File: config.mk
export PLATFORM = sky130hd
export DESIGN_NAME = jtag_tap_ctrl
export DESIGN_NICKNAME = d
export VERILOG_FILES = /design/src/rtl/jtag_tap_ctrl.sv
export SDC_FILE = /design/constraint.sdc
export NUM_CORES = 1
export LEC_CHECK = 0
export ABC_AREA = 1
export ABC_CLOCK_PERIOD_IN_PS = 2200
export CORE_MARGIN = 2
export CORE_UTILIZATION = 30
export CTS_CLUSTER_SIZE = 14
export DETAILED_ROUTE_END_ITERATION = 8
export PLACE_DENSITY = 0.56
export SLEW_MARGIN = 30
export SYNTH_ARGS = -nofsm -noshare
export SYNTH_HDL_FRONTEND = slang
export SYNTH_SLANG_ARGS = --single-unit
File: constraint.sdc
create_clock -name TCK -period 2.2 [get_ports TCK]
set_input_delay 0.33 -clock TCK [delete_from_list [all_inputs] [get_ports TCK]]
set_output_delay 0.33 -clock TCK [all_outputs]
set_load 0.01 [all_outputs]
File: src/rtl/jtag_tap_ctrl.sv
// jtag_tap_ctrl: IEEE 1149.1 TAP controller with IR, BYPASS, IDCODE and one user DR.
// Rev 1.0 - initial release.
`default_nettype none

module jtag_tap_ctrl #(
  parameter int          IR_WIDTH      = 4,
  parameter logic [31:0] IDCODE_VALUE  = 32'h1000_0001,
  parameter int          IDCODE_OP     = 1,
  parameter int          USER_OP       = 2,
  parameter int          USER_DR_WIDTH = 8
) (
  input  logic                     TCK,
  input  logic                     TRST,
  input  logic                     TMS,
  input  logic                     TDI,
  output logic                     TDO,
  output logic                     TDO_en,
  output logic [IR_WIDTH-1:0]      ir_value,
  input  logic [USER_DR_WIDTH-1:0] user_capture_data,
  output logic [USER_DR_WIDTH-1:0] user_update_data,
  output logic                     user_update,
  output logic [3:0]               tap_state
);

  localparam logic [3:0] TLR  = 4'd0;
  localparam logic [3:0] RTI  = 4'd1;
  localparam logic [3:0] SDRS = 4'd2;
  localparam logic [3:0] SIRS = 4'd3;
  localparam logic [3:0] CDR  = 4'd4;
  localparam logic [3:0] CIR  = 4'd5;
  localparam logic [3:0] SDR  = 4'd6;
  localparam logic [3:0] SIR  = 4'd7;
  localparam logic [3:0] E1DR = 4'd8;
  localparam logic [3:0] E1IR = 4'd9;
  localparam logic [3:0] PDR  = 4'd10;
  localparam logic [3:0] PIR  = 4'd11;
  localparam logic [3:0] E2DR = 4'd12;
  localparam logic [3:0] E2IR = 4'd13;
  localparam logic [3:0] UDR  = 4'd14;
  localparam logic [3:0] UIR  = 4'd15;

  localparam logic [IR_WIDTH-1:0] IDCODE_CODE = IR_WIDTH'(IDCODE_OP);
  localparam logic [IR_WIDTH-1:0] USER_CODE   = IR_WIDTH'(USER_OP);
  localparam logic [IR_WIDTH-1:0] IR_CAPTURE  = IR_WIDTH'(2'b01);

  generate
    if (IDCODE_VALUE[0] != 1'b1) begin : g_idcode_lsb_check
      $error("jtag_tap_ctrl: IDCODE_VALUE bit 0 must be 1");
    end
    if (IR_WIDTH < 2) begin : g_ir_width_check
      $error("jtag_tap_ctrl: IR_WIDTH must be at least 2");
    end
    if (USER_DR_WIDTH < 1) begin : g_user_width_check
      $error("jtag_tap_ctrl: USER_DR_WIDTH must be at least 1");
    end
  endgenerate

  logic [3:0]               state;
  logic [3:0]               next_state;
  logic [IR_WIDTH-1:0]      ir_shift;
  logic                     bypass_reg;
  logic [31:0]              idcode_shift;
  logic [USER_DR_WIDTH-1:0] user_shift;
  logic                     sel_idcode;
  logic                     sel_user;
  logic                     dr_lsb;
  logic                     tdo_next;

  // Instruction decode; anything not IDCODE or USER falls through to BYPASS.
  assign sel_idcode = (ir_value == IDCODE_CODE);
  assign sel_user   = (ir_value == USER_CODE) && !sel_idcode;

  always_ff @(posedge TCK or posedge TRST) begin
    if (TRST) state <= TLR;
    else      state <= next_state;
  end

  always_comb begin
    next_state = state;
    case (state)
      TLR:  next_state = TMS ? TLR  : RTI;
      RTI:  next_state = TMS ? SDRS : RTI;
      SDRS: next_state = TMS ? SIRS : CDR;
      SIRS: next_state = TMS ? TLR  : CIR;
      CDR:  next_state = TMS ? E1DR : SDR;
      SDR:  next_state = TMS ? E1DR : SDR;
      E1DR: next_state = TMS ? UDR  : PDR;
      PDR:  next_state = TMS ? E2DR : PDR;
      E2DR: next_state = TMS ? UDR  : SDR;
      CIR:  next_state = TMS ? E1IR : SIR;
      SIR:  next_state = TMS ? E1IR : SIR;
      E1IR: next_state = TMS ? UIR  : PIR;
      PIR:  next_state = TMS ? E2IR : PIR;
      E2IR: next_state = TMS ? UIR  : SIR;
      UDR:  next_state = TMS ? SDRS : RTI;
      UIR:  next_state = TMS ? SDRS : RTI;
      default: next_state = TLR;
    endcase
  end

  always_comb begin
    tap_state   = state;
    user_update = (state == UDR) && sel_user;
  end

  always_ff @(posedge TCK or posedge TRST) begin
    if (TRST) begin
      ir_shift <= '0;
      ir_value <= IDCODE_CODE;
    end else begin
      case (state)
        CIR:     ir_shift <= IR_CAPTURE;
        SIR:     ir_shift <= {TDI, ir_shift[IR_WIDTH-1:1]};
        default: ir_shift <= ir_shift;
      endcase
      if (next_state == TLR)  ir_value <= IDCODE_CODE;
      else if (state == UIR)  ir_value <= ir_shift;
    end
  end

  always_ff @(posedge TCK or posedge TRST) begin
    if (TRST) begin
      bypass_reg       <= 1'b0;
      idcode_shift     <= '0;
      user_shift       <= '0;
      user_update_data <= '0;
    end else begin
      if (state == CDR) begin
        if (sel_idcode)    idcode_shift <= IDCODE_VALUE;
        else if (sel_user) user_shift   <= user_capture_data;
        else               bypass_reg   <= 1'b0;
      end else if (state == SDR) begin
        if (sel_idcode)    idcode_shift <= {TDI, idcode_shift[31:1]};
        else if (sel_user) user_shift   <= {TDI, user_shift[USER_DR_WIDTH-1:1]};
        else               bypass_reg   <= TDI;
      end
      if ((state == UDR) && sel_user) user_update_data <= user_shift;
    end
  end

  always_comb begin
    if (sel_idcode)    dr_lsb = idcode_shift[0];
    else if (sel_user) dr_lsb = user_shift[0];
    else               dr_lsb = bypass_reg;
    case (state)
      SIR:     tdo_next = ir_shift[0];
      SDR:     tdo_next = dr_lsb;
      default: tdo_next = 1'b0;
    endcase
  end

  // TDO changes on the falling edge so the far end can sample it on the next rising edge.
  always_ff @(negedge TCK or posedge TRST) begin
    if (TRST) begin
      TDO    <= 1'b0;
      TDO_en <= 1'b0;
    end else begin
      TDO    <= tdo_next;
      TDO_en <= (state == SIR) || (state == SDR);
    end
  end

endmodule

`default_nettype wire

==> qor.csv, run 1 <==
metric,value,unit
Crit. End Element,output port,
r2r endpoint,TDO$_DFF_NP0_,
"Remaining Overflow, GRT",0,
# port buffers,30,
synth top area cells,"dfrtp_1 53%, nand2_1 11%, nand3_1 7.4%, o21ai_0 7.4%, nor2_1 4.0%",
routability cong.,0.8682,
leakage,1.726,nW
final setup TNS,-0.1114,ns
Core Area,9240,um^2
Nets,383,
DRC viols,0,
clock root buffer master,clkbuf_8,
number of global-route vias before repair,2197,
Crit Path Category,flip-flop to output port,
violated checks,negative setup slack,
Pre-antenna DRT Iters,4,
# rows,35,
post-route ant nets,0,
wire length per cell,12.46,um
htree depth,3,
chip width,101.4,um
Gate Count Post-Synth,332,
Max-cap violations,0,
initial antenna violation count,0,
crit path DAT,1.91,ns
crit-path max cell delay,0.38,ns
cell area after layout,3507,um^2
total CTS buffers,9,
worst vdd ir,0.4772,mV
syn avg cell area,8.578,um^2
crit-path max FO,1,
Largest register FFs,32,
Worst-path clk slew,0.07,ns
Max Root-Sink Buffers,2,
register area share after synthesis,55.40,%
clock sink total,63,
buffers and inverters on the worst path,1,
Max Slew Vio Count,0,
Critical Path RT,1.87,ns
pwr dens,1131,nW/um^2
Mapped Nets,344,
synth unique cells,25,
Starting Density,30.82,%
IO Pins,31,
worst clock skew,0.01271,ns
CP max-delay cell,dfrtn_1,
largest net degree at the start of global routing,57,
Top reg by flops,idcode_shift,
chip height,101.4,um
unrepaired setup endpoints after global routing,true,
GRT Util Overall,13.25,%
status,"finished, violations left",
Worst-Skew Late Latency,0.33,ns
initial DRC count,193,
Top Registers,"idcode_shift (32), user_shift (8), user_update_data (8)",
DP Wirelength,3.972,mm
layout cells sized above 1,12.80,%
Hold WC Path Type,input pin to async pin,
"Power, Total",3.967,mW
worst r2r src,ir_value[0]$_DFFE_PP1P_,
measured slew at the worst slew-check pin,0.7042,ns
Top delay family on crit path,flip-flops,
vias per cell,4.766,
ANT cells,0,
dpl ws,-0.1210,ns
Die ar.,10290,um^2
CTS tree,yes,
Post-Syn Area,2848,um^2
register bit total from synthesis,63,
dpl cell area,3307,um^2
crit path launch,TDO_en$_DFF_NP0_,
r2r setup slk,-0.03,ns
first-pass GRT wire length,10.75,mm
P&R area growth vs syn,23.15,%
Finish-stage setup viols,3,
drt total wl,6.278,mm
final hold violation count,0,
Max-slew headroom,53.05,%
R2R depth,5,
post-route setup slack,-0.04399,ns
Synth area leader,dfrtp_1,
Yosys warnings,0,
CP startpoint kind,flip-flop,
vias,2402,
crit-path cells,buf_2,
post-synth top area share,52.72,%
[cell usage after synthesis]
cell type	instances
nand2_1	82
dfrtp_1	60
nand3_1	42
o21ai_0	42
nor2_1	30
inv_1	21
a21oi_1	14
clkbuf_1	6
a31oi_1	5
buf_6	5
buf_4	4
inv_2	3
clkbuf_2	2
dfrtn_1	2
nand4_1	2
nor2_4	2
o22ai_1	2
dfstp_2	1
mux2i_1	1
nand2_2	1
nand2_4	1
nor2_2	1
nor2_8	1
nor3_2	1
o211ai_1	1
[logic make-up after synthesis]
group           synth area share [%]
compound gates                 11.64
flops                          55.40
simple gates                   25.26
buf+inv                        7.337
mux                           0.3515
[area by class of cell]
type                       count  area, um^2
fill                         947        5733
sequential                    63        1578
multi-input combinational    228        1076
timing repair buffer          45       401.6
tap                          129       161.4
clock buffer                  11       151.4
inverter                      24       93.84
clock inverter                 4       45.04
[cells in the final DEF (no fill, tap or decap), types with 5 or more instances in the layout]
master and n:
nand2_1 81, dfrtp_1 60, o21ai_0 42, nand3_1 41, nor2_1 29, clkdlybuf4s50_1 27
inv_1 19, buf_4 15, a21oi_1 14, clkbuf_8 11, a31oi_1 5
[per-stage QoR]
step           hold slack (ns)  instances  utilization [%]
4_1_cts                 0.2625        504            37.96
2_1_floorplan           0.4530        332                -
3_5_place_dp            0.4688        487            35.79
3_3_place_gp            0.4652        487            35.79
5_1_grt                 0.2660        504            37.96
6_report                0.2705        504            37.96
[worst max path at each step]
| stage | slack [ns] | cells after the start | end |
|---|---|---|---|
| floorplan | -0.06 | 4 | TDO$_DFF_NP0_ |
| global placement | -0.12 | 1 | TDO |
| detailed placement | -0.12 | 1 | TDO |
| CTS | -0.06 | 1 | TDO |
| global route | -0.1 | 4 | TDO$_DFF_NP0_ |
| finish | -0.04 | 1 | TDO_en |
[where the power goes]
| group | switching, mW | total (mW) | leakage (nW) | internal, mW |
|---|---|---|---|---|
| Sequential | 0.106 | 1.45 | 0.812 | 1.35 |
| Combinational | 1.02 | 1.50 | 0.809 | 0.485 |
| Clock | 0.437 | 1.01 | 0.105 | 0.573 |
[routing by layer]
layer	wire length (um)	track usage, %	vias to the layer above	part of all wire (%)
met5	0	0	-	0
met4	95	6.861	0	1.5
met3	318	2.415	6	5.1
met2	2826	18.85	74	45
met1	3038	19.17	1156	48
li1	-	-	1166	-
[repair_timing]
action / in CTS / in global routing
hold buffers: 0 / 0
setup buffers: 2 / 0
pin swaps: 3 / 1
gates cloned: 0 / 0
setup endpoints to repair: 4 / 3
gates resized for setup: 9 / 1
(Power assumes the default switching activity.)
==> run 2: changes to the inputs <==
--- a/config.mk
+++ b/config.mk
@@ -7,7 +7,6 @@
 export LEC_CHECK = 0
 export ABC_AREA = 1
 export ABC_CLOCK_PERIOD_IN_PS = 2200
-export CORE_MARGIN = 2
 export CORE_UTILIZATION = 30
 export CTS_CLUSTER_SIZE = 14
 export DETAILED_ROUTE_END_ITERATION = 8
==> run 2 against run 1 <==
  * The flow still finishes with violations (negative setup slack)
  * Combinational power about the same
  * Cell count down 3.8%
  * Sequential share of layout area up 0.45 points
  * Register-to-register slack about the same
  * Sequential power about the same
  * Utilization down 0.20 points
  * Largest cell class unchanged
==> qor.csv, run 2 (synthesis results as in run 1) <==
metric,value,unit
CP max-delay cell,dfrtn_1,
number of global-route vias before repair,2270,
violated checks,negative setup slack,
Worst-Skew Late Latency,0.35,ns
"Power, Total",3.949,mW
GRT Util Overall,13.76,%
Top reg by flops,idcode_shift,
post-route setup slack,-0.06408,ns
crit path DAT,1.93,ns
sw power,1.603,mW
# port buffers,30,
dpl ws,-0.1320,ns
P&R area growth vs syn,21.92,%
Die ar.,9886,um^2
buffers and inverters on the worst path,1,
Critical Path RT,1.87,ns
CP startpoint kind,flip-flop,
ANT cells,0,
leakage,1.695,nW
DP Wirelength,3.911,mm
Top delay family on crit path,flip-flops,
vias per cell,4.868,
R2R depth,4,
utilization after layout,37.76,%
placed cells,468,
post-route ant nets,0,
final non-filler cell total,485,
crit-path max cell delay,0.38,ns
Nets,381,
total CTS buffers,9,
WHS,0.2282,ns
Max Slew Vio Count,0,
Internal,2.347,mW
Pre-antenna DRT Iters,4,
power share of the sequential group,36.8,%
Worst-path clk slew,0.08,ns
status,"finished, violations left",
Largest register FFs,32,
vias,2361,
final hold violation count,0,
Starting Density,30.97,%
htree depth,3,
"Remaining Overflow, GRT",0,
Finish-stage setup viols,3,
crit-path max FO,1,
hold buffers post-CTS,0,
worst vdd ir,0.3789,mV
DRC viols,0,
clock power share,25.4,%
worst clock skew,0.01680,ns
Max-cap violations,0,
combinational power share,37.8,%
crit-path cells,buf_2,
Hold WC Path Type,input pin to async pin,
chip width,99.43,um
Core Area,9196,um^2
# rows,35,
"commonest non-fill, non-tap cell in the layout",nand2_1,
Max-slew headroom,51.35,%
first-pass GRT wire length,10.66,mm
chip height,99.43,um
largest net degree at the start of global routing,59,
CTS tree,yes,
Levels on crit path,1,
measured slew at the worst slew-check pin,0.7297,ns
Top Registers,"idcode_shift (32), user_shift (8), user_update_data (8)",
initial DRC count,145,
Crit. End Element,output port,
initial antenna violation count,0,
unrepaired setup endpoints after global routing,true,
drt total wl,6.152,mm
pwr dens,1137,nW/um^2
IO Pins,31,
sw frac,40.58,%
most frequent cells in the layout,"81 x nand2_1, 60 x dfrtp_1, 42 x o21ai_0, 41 x nand3_1, 29 x nor2_1",
layout cells sized above 1,12.57,%
clock root buffer master,clkbuf_8,
Max Root-Sink Buffers,2,
clock sink total,63,
Crit Path Category,flip-flop to output port,
routability cong.,0.8583,
wire length per cell,12.68,um
run 2: cell count changes in the layout (fill, tap and decap cells not counted), sizes merged:
| cell | before | now |
|---|---|---|
| clkinvlp | 1 | 5 |
| buf | 17 | 15 |
| clkbuf | 11 | 9 |
| clkdlybuf4s15 | 0 | 1 |
| clkinv | 3 | 2 |
| dlygate4sd2 | 1 | 0 |
run 2: power by group through the flow:
stage / registers [mW] / clock network (mW) / logic [mW]
2_1_floorplan: 1.50 / 0 / 1.07
3_3_place_gp: 1.47 / 0 / 1.50
3_5_place_dp: 1.48 / 0 / 1.50
4_1_cts: 1.45 / 1.03 / 1.49
5_1_grt: 1.48 / 1.08 / 1.66
6_report: 1.45 / 1.00 / 1.49
run 2: worst paths after layout:
check,slack [ns],endpoint,startpoint
max in group asynchronous,0.81,TDO$_DFF_NP0_,TRST
worst max-delay path,-0.06,TDO,TDO$_DFF_NP0_
worst min register to register,0.49,user_update_data[6]$_DFFE_PP0P_,user_update_data[6]$_DFFE_PP0P_
worst max register to register,-0.03,TDO$_DFF_NP0_,ir_value[3]$_DFFE_PP0P_
worst min-delay path,0.23,tap_state[2]$_DFF_PP0_,TRST
min in group TCK,0.49,user_update_data[6]$_DFFE_PP0P_,user_update_data[6]$_DFFE_PP0P_
run 2: metal layers:
metal | up-vias | wire, um | GRT usage (%)
li1 | 1161 | - | -
met1 | 1125 | 2991 | 18.33
met2 | 64 | 2808 | 20.99
met3 | 11 | 221 | 3.303
met4 | 0 | 130 | 6.787
met5 | - | 0 | 0
run 2: layout make-up:
class	count	area (um^2)
clock inverter	7	73.82
multi-input combinational	228	1076
tap	111	138.9
timing repair buffer	43	387.9
sequential	63	1578
clock buffer	9	123.9
fill	941	5724
inverter	24	93.84
run 2: metrics by stage:
stage               setup TNS [ns]  cell area, um^2
finish                     -0.1578             3472
global route               -0.2970             3472
CTS                        -0.1920             3471
detailed placement         -0.2760             3277
global placement           -0.2350             3277
floorplan                 -0.05538             2870
run 2: timing repair:
action / CTS / global route
gates resized for setup: 9 / 2
buffers inserted: 1 / 0
pin swaps: 2 / 3
setup endpoints to repair: 4 / 4
==> run 3: changes to the inputs <==
--- a/config.mk
+++ b/config.mk
@@ -15,3 +15,4 @@
 export SYNTH_ARGS = -nofsm -noshare
 export SYNTH_HDL_FRONTEND = slang
 export SYNTH_SLANG_ARGS = --single-unit
+export TNS_END_PERCENT = 5
==> constraint.sdc (replaced) <==
create_clock -name TCK -period 2.2 [get_ports TCK]
set_input_delay 0.44 -clock TCK [delete_from_list [all_inputs] [get_ports TCK]]
set_output_delay 0.44 -clock TCK [all_outputs]
set_load 0.01 [all_outputs]
==> run 3 against run 2 <==
  * Flip-flop and latch count unchanged
  * Largest power group unchanged
  * Critical path type unchanged
  * Via count down 0.51%
  * Worst setup slack worse by 0.098 ns
  * Cell count up 0.82%
  * The flow still finishes with violations (negative setup slack)
  * Sequential power about the same
  * Final area up 1.2%
  * Global-route usage about the same
  * Critical endpoint is now TDO_en
==> qor.csv, run 3 (synthesis results as in run 1) <==
metric,value,unit
status,"finished, violations left",
violated checks,negative setup slack,
postcts setup bufs,0,
measured slew at the worst slew-check pin,0.7764,ns
final setup TNS,-0.3385,ns
"Power, Total",4.089,mW
"commonest non-fill, non-tap cell in the layout",nand2_1,
final hold violation count,0,
vias per cell,4.804,
CTS tree,yes,
vias,2349,
crit path DAT,1.92,ns
Pre-antenna DRT Iters,4,
# port buffers,30,
met3 WL,283,um
DRC viols,0,
Hold WC Path Type,flip-flop to flip-flop,
layout cells sized above 1,12.43,%
WL met2,2.714,mm
IO Pins,31,
DP Wirelength,4.058,mm
routability cong.,0.8575,
Worst-Skew Late Latency,0.34,ns
Nets,385,
# rows,35,
post-route ant nets,0,
WHS,0.4844,ns
drt total wl,6.174,mm
Top Registers,"idcode_shift (32), user_shift (8), user_update_data (8)",
Top delay family on crit path,flip-flops,
chip width,99.43,um
pwr dens,1164,nW/um^2
Max Root-Sink Buffers,2,
Max-slew headroom,48.24,%
Crit Path Category,flip-flop to output port,
initial antenna violation count,0,
worst vdd ir,0.4409,mV
placed cells,473,
buffers and inverters on the worst path,1,
leakage,1.735,nW
crit-path max FO,1,
Critical Path RT,1.76,ns
most frequent cells in the layout,"81 x nand2_1, 60 x dfrtp_1, 42 x nand3_1, 42 x o21ai_0, 29 x nor2_1",
largest net degree at the start of global routing,62,
CP startpoint kind,flip-flop,
GRT Util Overall,13.73,%
unrepaired setup endpoints after global routing,true,
Metal-1 WL,3.058,mm
post-route setup slack,-0.1620,ns
Finish-stage setup viols,3,
first-pass GRT wire length,10.73,mm
chip height,99.43,um
Crit. End Element,output port,
ANT cells,0,
htree depth,3,
Die ar.,9886,um^2
Top Metal Used,met4,
crit-path max cell delay,0.38,ns
crit-path cells,buf_2,
Top reg by flops,idcode_shift,
Starting Density,30.97,%
clock root buffer master,clkbuf_8,
initial DRC count,168,
total CTS buffers,9,
dpl ws,-0.2307,ns
P&R area growth vs syn,23.37,%
worst clock skew,0.01466,ns
Max-cap violations,0,
final non-filler cell total,489,
"Remaining Overflow, GRT",0,
wire length per cell,12.63,um
Largest register FFs,32,
Core Area,9196,um^2
Max Slew Vio Count,0,
number of global-route vias before repair,2238,
CP max-delay cell,dfrtn_1,
Worst-path clk slew,0.07,ns
clock sink total,63,
==> run 3: timing repair <==
action	CTS	global route
resized for setup	10	2
pin swaps	0	1
hold buffers	0	0
endpoints found under the setup margin	4	4
==> run 3: cell type report <==
cell class	count	area, um^2
Fill cell	945	5683
Sequential cell	63	1578
Multi-Input combinational cell	228	1071
Timing Repair Buffer	47	416.7
Clock buffer	12	145.1
Tap cell	111	138.9
Inverter	24	93.84
Clock inverter	4	70.07
==> run 3: final timing paths <==
| check | slack (ns) | depth (start not counted) | endpoint | startpoint |
|---|---|---|---|---|
| worst max-delay path | -0.16 | 1 | TDO_en | TDO_en$_DFF_NP0_ |
| min in group asynchronous | 0.74 | 3 | ir_value[2]$_DFFE_PP0P_ | TRST |
| worst max register to register | -0.02 | 5 | TDO$_DFF_NP0_ | ir_value[0]$_DFFE_PP1P_ |
| worst min register to register | 0.48 | 2 | idcode_shift[2]$_DFFE_PP0P_ | idcode_shift[3]$_DFFE_PP0P_ |
| max in group asynchronous | 0.75 | 2 | TDO_en$_DFF_NP0_ | TRST |
| worst min-delay path | 0.48 | 2 | idcode_shift[2]$_DFFE_PP0P_ | idcode_shift[3]$_DFFE_PP0P_ |
==> run 3: per-stage QoR <==
stage | utilization, % | area (um^2)
after floorplan | - | 2851
final | 38.20 | 3513
after detailed placement | 35.88 | 3299
after CTS | 38.15 | 3508
after global routing | 38.20 | 3513
after global placement | 35.88 | 3299
==> run 3: report_power, final <==
part           leakage, nW  total (mW)  internal, mW  switching, mW
registers            0.812        1.47          1.35          0.126
logic                0.812        1.51         0.518          0.991
clock network        0.110        1.11         0.666          0.441
total                 1.73        4.09          2.53           1.56
==> run 3: layer usage <==
metal / global-route usage [%] / up-vias
met5: 0 / -
met4: 6.787 / 0
met3: 3.373 / 11
met2: 20.67 / 58
met1: 18.47 / 1108
li1: - / 1172
